`src/rtl/booth_pkg.sv`:
```
// Shared types and constants for the sequential radix-4 Booth multiplier.
package booth_pkg;

    typedef enum logic [1:0] {
        IDLE = 2'd0,
        CALC = 2'd1,
        DONE = 2'd2
    } state_e;

    // Triplet patterns that select zero or double-magnitude partial products
    localparam logic [2:0] DIG_ZERO_P = 3'b000;
    localparam logic [2:0] DIG_ZERO_N = 3'b111;
    localparam logic [2:0] DIG_POS2   = 3'b011;
    localparam logic [2:0] DIG_NEG2   = 3'b100;

    // Two extension bits make WIDTH/2+1 digits exact for signed and unsigned operands
    function automatic int ext_width(input int w);
        return w + 2;
    endfunction

endpackage

```
`src/rtl/booth_enc.sv`:
```
// Radix-4 Booth digit encoder: one multiplier triplet in, partial-product controls out.
module booth_enc
    import booth_pkg::*;
(
    input  logic [2:0] triplet_i,
    output logic       zero_o,
    output logic       one_o,
    output logic       double_o,
    output logic       partial_reverse_o
);

    assign zero_o            = (triplet_i == DIG_ZERO_P) || (triplet_i == DIG_ZERO_N);
    assign double_o          = (triplet_i == DIG_POS2) || (triplet_i == DIG_NEG2);
    assign one_o             = ~zero_o & ~double_o;
    assign partial_reverse_o = triplet_i[2] & ~zero_o;

endmodule

```
`src/rtl/booth_mul_seq.sv`:
```
// Iterative radix-4 Booth multiplier retiring one digit per clock, fixed latency of WIDTH/2+1 cycles.
// in_valid/in_ready and out_valid/out_ready: a transfer happens on a rising edge where both are high.
module booth_mul_seq
    import booth_pkg::*;
#(
    parameter int WIDTH = 16
) (
    input  logic               clk,
    input  logic               rst_n,
    input  logic               in_valid,
    output logic               in_ready,
    input  logic               in_signed,
    input  logic [WIDTH-1:0]   in_a,
    input  logic [WIDTH-1:0]   in_b,
    input  logic               flush,
    output logic               out_valid,
    input  logic               out_ready,
    output logic [2*WIDTH-1:0] out_product,
    output state_e             dbg_state
);

    localparam int NDIG = WIDTH / 2 + 1;
    localparam int EW   = ext_width(WIDTH);
    localparam int PW   = EW + 1;
    localparam int RW   = 2 * WIDTH;
    localparam int CW   = $clog2(NDIG + 1);
    localparam logic [CW-1:0] LAST_DIG = CW'(NDIG - 1);

    state_e          state_q, state_d;
    logic [EW-1:0]   a_q, a_d;
    logic [EW:0]     b_q, b_d;      // bit 0 carries b[2i-1] for the current digit
    logic [RW-1:0]   acc_q, acc_d;
    logic [CW-1:0]   cnt_q, cnt_d;

    logic            dig_zero, dig_one, dig_double, dig_neg;
    logic [PW-1:0]   pp_mag, pp;
    logic [RW-1:0]   pp_ext, acc_sum;
    logic [CW:0]     shamt;

    booth_enc u_enc (
        .triplet_i         (b_q[2:0]),
        .zero_o            (dig_zero),
        .one_o             (dig_one),
        .double_o          (dig_double),
        .partial_reverse_o (dig_neg)
    );

    assign pp_mag  = dig_one    ? {a_q[EW-1], a_q} :
                     dig_double ? {a_q, 1'b0}      : '0;
    assign pp      = dig_neg ? ~pp_mag : pp_mag;
    assign pp_ext  = {{(RW - PW){pp[PW-1]}}, pp};
    assign shamt   = {cnt_q, 1'b0};
    // Negation completes with a carry-in at the digit's weight
    assign acc_sum = acc_q + (pp_ext << shamt) + (RW'(dig_neg) << shamt);

    always_comb begin
        state_d = state_q;
        a_d     = a_q;
        b_d     = b_q;
        acc_d   = acc_q;
        cnt_d   = cnt_q;
        if (flush) begin
            state_d = IDLE;
        end else begin
            case (state_q)
                IDLE: begin
                    if (in_valid) begin
                        a_d     = in_signed ? {{2{in_a[WIDTH-1]}}, in_a} : {2'b00, in_a};
                        b_d     = in_signed ? {{2{in_b[WIDTH-1]}}, in_b, 1'b0} : {2'b00, in_b, 1'b0};
                        acc_d   = '0;
                        cnt_d   = '0;
                        state_d = CALC;
                    end
                end
                CALC: begin
                    acc_d = acc_sum;
                    b_d   = b_q >> 2;
                    cnt_d = cnt_q + CW'(1);
                    if (cnt_q == LAST_DIG) state_d = DONE;
                end
                DONE: begin
                    if (out_ready) state_d = IDLE;
                end
                default: state_d = IDLE;
            endcase
        end
    end

    always_ff @(posedge clk or negedge rst_n) begin
        if (!rst_n) begin
            state_q <= IDLE;
            a_q     <= '0;
            b_q     <= '0;
            acc_q   <= '0;
            cnt_q   <= '0;
        end else begin
            state_q <= state_d;
            a_q     <= a_d;
            b_q     <= b_d;
            acc_q   <= acc_d;
            cnt_q   <= cnt_d;
        end
    end

    assign in_ready    = (state_q == IDLE);
    assign out_valid   = (state_q == DONE);
    assign out_product = acc_q;
    assign dbg_state   = state_q;

endmodule
```
`config.mk`:
```
export PLATFORM = sky130hd
export DESIGN_NAME = booth_mul_seq
export DESIGN_NICKNAME = d
export VERILOG_FILES = /design/src/rtl/booth_pkg.sv /design/src/rtl/booth_enc.sv /design/src/rtl/booth_mul_seq.sv
export SDC_FILE = /design/constraint.sdc
export NUM_CORES = 1
export LEC_CHECK = 0
export CORE_MARGIN = 2
export CORE_UTILIZATION = 40
export DETAILED_ROUTE_END_ITERATION = 10
export HOLD_SLACK_MARGIN = 0.12
export PLACE_DENSITY = 0.65
export SLEW_MARGIN = 20
export SYNTH_ARGS = -nofsm -noshare
export SYNTH_HDL_FRONTEND = slang
export SYNTH_HIERARCHICAL = 1
export SYNTH_SLANG_ARGS = --single-unit
export TNS_END_PERCENT = 10
```
`constraint.sdc`:
```
create_clock -name clk -period 5.34 [get_ports clk]
set_input_delay 0.534 -clock clk [delete_from_list [all_inputs] [get_ports clk]]
set_output_delay 0.534 -clock clk [all_outputs]
set_load 0.02 [all_outputs]
```
Yosys cells after proc, flatten, opt, wreduce, memory -nomap -nowiden:

Cells that the tools add are included.
W data, S select, Z words.

* bits in latches: 0
* memories: 0
* input port bits: 38
* bits in registers: 75
* bits in read-only memories: 0
* memory bits (writable): 0

* $lt $le $gt $ge: 0
* reduce and logical (&&, ||, !) cells: 8
* eq/ne operators: 10
* multipliers: 0
* divide/modulo/power cells: 0
* shift operators: 2
* bitwise operators: 6
* mux-type cells: 16
* add/subtract/negate cells: 3

Operators by type and width (count)
* $mux W19: 5
* $add A32 B32 Y32: 2
* $pmux W32 S2: 1
* $pmux W19 S2: 1
* $mux W32: 1
* $shl A1 B5 Y32: 1
* $shl A32 B5 Y32: 1
* $not A19 Y19: 1
* $mux W18: 1
* $reduce_and A3 Y1: 3
* $mux W2: 4
* $pmux W4 S2: 1
* $eq A3 B3 Y1 const B: 2
* $ne A3 B2 Y1 const B: 2
* $pmux W2 S3: 1
* $add A4 B1 Y4 const B: 1
* $eq A4 B4 Y1 const B: 1
* $mux W4: 1
* $eq A3 B2 Y1 const B: 1
* $logic_not A3 Y1: 1
* $ne A3 B3 Y1 const B: 1
* $not A1 Y1: 3
* $and A1 B1 Y1: 2
* $eq A2 B1 Y1 const B: 1
* other kinds (5): 6

Depth between registers and ports, before layout:

* word-level depth: 11
* depth in mapped cells: 22

By module:

Netlist, hierarchy kept.

Modules (own cells, without submodules)
* booth_mul_seq: area an instance 6598.8 µm², seq. area each 1826.8 µm², instances 1, cells each 758
* booth_enc: area an instance 46.3 µm², seq. area each 0.0 µm², instances 1, cells each 8

Least setup slack after synthesis:

OpenSTA, ideal clock, no wires.

* path type: reg2reg
* start point: register b_q[0]
* end point: register acc_q[29] (netlist: out_product[29])
* setup time: 69 ps
* clock period less this slack: 4930 ps
* stages on the path, launching flop included: 23
* data required time: 5271 ps
* data arrival time: 4862 ps
* slack: 410 ps
* cells stage by stage: dfrtp_1 -> nand2b_1 -> o22ai_1 -> and2b_4 -> buf_2 -> a22oi_1 -> xnor2_1 -> mux2_2 -> nor2_1 -> a21oi_1 -> mux2i_1 -> or2_2 -> fa_1 -> inv_1 -> ha_1 -> nand3_1 -> o31ai_1 -> a31oi_1 -> o21a_1 -> o31ai_1 -> a21oi_1 -> or3_1 -> nand3_1

* word-level cells in the longest chain between the ends: 11
* elaborated cells between the ends (all ways): 19

RTL lines
* start: declaration: RTL line booth_mul_seq.sv:31 `logic [EW:0] b_q, b_d;`
* start signal: assignment: RTL line booth_mul_seq.sv:93 `b_q <= '0;`
* start signal: assignment: RTL line booth_mul_seq.sv:99 `b_q <= b_d;`
* $eq A3 B2 Y1 or $eq A3 B3 Y1 (tied branches): RTL line booth_enc.sv:13 `assign double_o = (triplet_i == DIG_POS2) || (triplet_i == DIG_NEG2);`
* $logic_or A1 B1 Y1 *: RTL line booth_enc.sv:13
* via dig_double: RTL line booth_mul_seq.sv:35 `logic dig_zero, dig_one, dig_double, dig_neg;`
* $not A1 Y1: RTL line booth_enc.sv:14 `assign one_o = ~zero_o & ~double_o;`
* $and A1 B1 Y1: RTL line booth_enc.sv:14
* $mux W19 *: RTL line booth_mul_seq.sv:48 `assign pp_mag = dig_one ? {a_q[EW-1], a_q} :`
* $not A19 Y19: RTL line booth_mul_seq.sv:50 `assign pp = dig_neg ? ~pp_mag : pp_mag;`
* $mux W19 *: RTL line booth_mul_seq.sv:50
* $shl A32 B5 Y32 *: RTL line booth_mul_seq.sv:54 `assign acc_sum = acc_q + (pp_ext << shamt) + (RW'(dig_neg) << shamt);`
* $add A32 B32 Y32 * (2 in series): RTL line booth_mul_seq.sv:54
* $pmux W32 S2 *: RTL line booth_mul_seq.sv:65 `case (state_q)`
* end signal: assignment: RTL line booth_mul_seq.sv:94 `acc_q <= '0;`
* end signal: assignment: RTL line booth_mul_seq.sv:100 `acc_q <= acc_d;`
* end: declaration: RTL line booth_mul_seq.sv:32 `logic [RW-1:0] acc_q, acc_d;`

Mark *: on every way through the listed nets, which the timed path passes. The rest lies on a longest branch.
A chain may end at the register's enable or synchronous reset.

Worst setup path in the final report:

* start point: register b_q[0]
* end point: register acc_q[31] (netlist: out_product[31])

Same word-level chain as after synthesis.

==> metrics <==
setup TNS=0 ns; Inserted Diodes=0; GR Overflow Total=0; post-synthesis cell area=0.006630 mm²; crit-path cells=nand2b_1, o22ai_1, and2b_4, a22oi_1, xnor2_1, mux2_2, nor2_1, a21oi_1, mux2i_1, a21oi_1, fa_1, ha_1, and3_1, and2_1, o211a_1, nor2_1, o31ai_1, buf_4, o41ai_4, xnor2_1, a22o_1; CTS H-tree depth=3; CTS Buffer Depth=2; Slew Limit Fails=0; Setup crit end kind=flop; fin area=0.007904 mm²; syn_nets=865; via/cell ratio=5.551; Rows=47; internal reg-to-reg setup slack=0.37 ns; Skew-Pair Late Insertion Delay=0.36 ns; fin nets=923; status=finished, final reports clean; crit path to=out_product[31]; Required @ worst endpoint=5.58 ns; die area=0.01762 mm²; Fmax=201.3 MHz; share of cells above drive strength 1=9.806%; critical path peak fanout=15; leakage power=3.648 nW; maximum vdd drop=0.0002391 V; cell area power density=650.7 mW/mm²; most common cell after layout, fill and taps aside=nand2_1; Vias=5806; ANT nets after route=0; CTS tree=built; core area=0.01641 mm²; IO Port Bufs=73; slowest stage delay, CP=0.48 ns; most frequent cells in the layout=84 x nand2_1, 73 x dfrtp_1, 72 x clkdlybuf4s50_1, 63 x o21ai_0, 60 x a21oi_1; worst r2r src=b_q[0]; CP Launch Type=flop; pre-CTS WS=0.3190 ns; gpl congestion=0.8901; Power Total=5.143 mW; Max stage delay cell, worst path=fa_1; Num CTS Buffers=9; Syn Inst Count=763; Tot GR Track Use=19.98%; worst r2r dst=out_product[31]; Post-route DRC=0; Max-slew headroom=30.05%; GRT met2 Usage=30.51%; stages on the worst setup path=21; Initial DRT Pass Iterations=4; IO Pins=74; clock sink count=73; YS warnings=6; max cap viols=0; Max Clock Skew=0.01085 ns; final setup fails=0; busiest grt layer=met2; Die W=132.7 µm; RSZ-0062 raised after global routing=false; final wirelength=17030 µm; Starting Density=40.41%; WL/cell=16.28 µm; post-route setup slack=0.3713 ns; Clock transition at path regs=0.06 ns; P&R area growth vs syn=19.21%; FF-to-FF path depth=21; Crit. Startpoint=b_q[0]; Worst Tran Pin Value=1.049 ns; Hold-fix buffers, CTS=0; placed cell areas=0.007559 mm²; global-route wire length before repair=28260 µm; met3 global-route usage=2.874%; vias in the first global route=5480; CP arrival=5.21 ns; Chip Height=132.7 µm; critical path type=flop to flop; Mapped Avg Cell Area=8.690 µm²; initial antenna violation count=0; final hold vios=0; fin crit share=93.05%; Iteration-0 DRC Markers=364; hold crit path type=input pin to asynchronous set/reset pin; CP bufs+invs=1; clock root cell=clkbuf_16; CP top delay family=compound AO/OA/AOI/OAI gates; met1 GRT Util=28.93%; largest net degree at the start of global routing=74; min Tclk post-route=4.969 ns; DP HPWL=12640 µm
-- cell type report --
class / instances / area (µm²)
Sequential cell: 73 / 1827
Fill cell: 1597 / 8503
Timing Repair Buffer: 91 / 863.3
Inverter: 35 / 131.4
Clock buffer: 10 / 239.0
Multi-Input combinational cell: 611 / 4471
Clock inverter: 6 / 97.59
Tap cell: 220 / 275.3
-- routing by layer --
layer,vias up,routed length (µm)
met5,-,0
met4,0,303
met3,19,697
met2,138,7817
met1,2796,8212
li1,2853,-
-- sequential cells by signal (all words and copies together), names as in the netlist --
name and count:
out_product 32, dbg_state 2, cnt_q 4, b_q 18
a_q 17
-- worst min-delay path by stage --
stage          slack, ns      to  cells after the start  startpoint
2_1_floorplan       0.24  a_q[0]                      0       rst_n
3_3_place_gp        0.46  b_q[5]                      2      b_q[5]
3_5_place_dp        0.47  b_q[3]                      2      b_q[3]
4_1_cts             0.37  b_q[9]                      1       rst_n
5_1_grt             0.41  b_q[7]                      1       rst_n
6_report            0.33  b_q[7]                      1       rst_n
-- report_power, final --
part,switching (mW),internal [mW]
clock,0.266,0.428
combinational,2.03,1.54
sequential,0.159,0.718
total,2.46,2.68
-- repair_timing --
action,CTS,global route
gates resized for setup,0,2
buffers inserted,0,0
setup endpoints to repair,0,4
-- per-stage QoR --
stage	instances	hold slack (ns)	util [%]
final	1046	0.3268	48.17
after CTS	1046	0.3736	48.12
after detailed placement	1030	0.4698	46.07
after global routing	1046	0.4071	48.17
after floorplan	763	0.2384	-
after global placement	1030	0.4614	46.07
No activity file was read; power rests on OpenSTA's default activity.
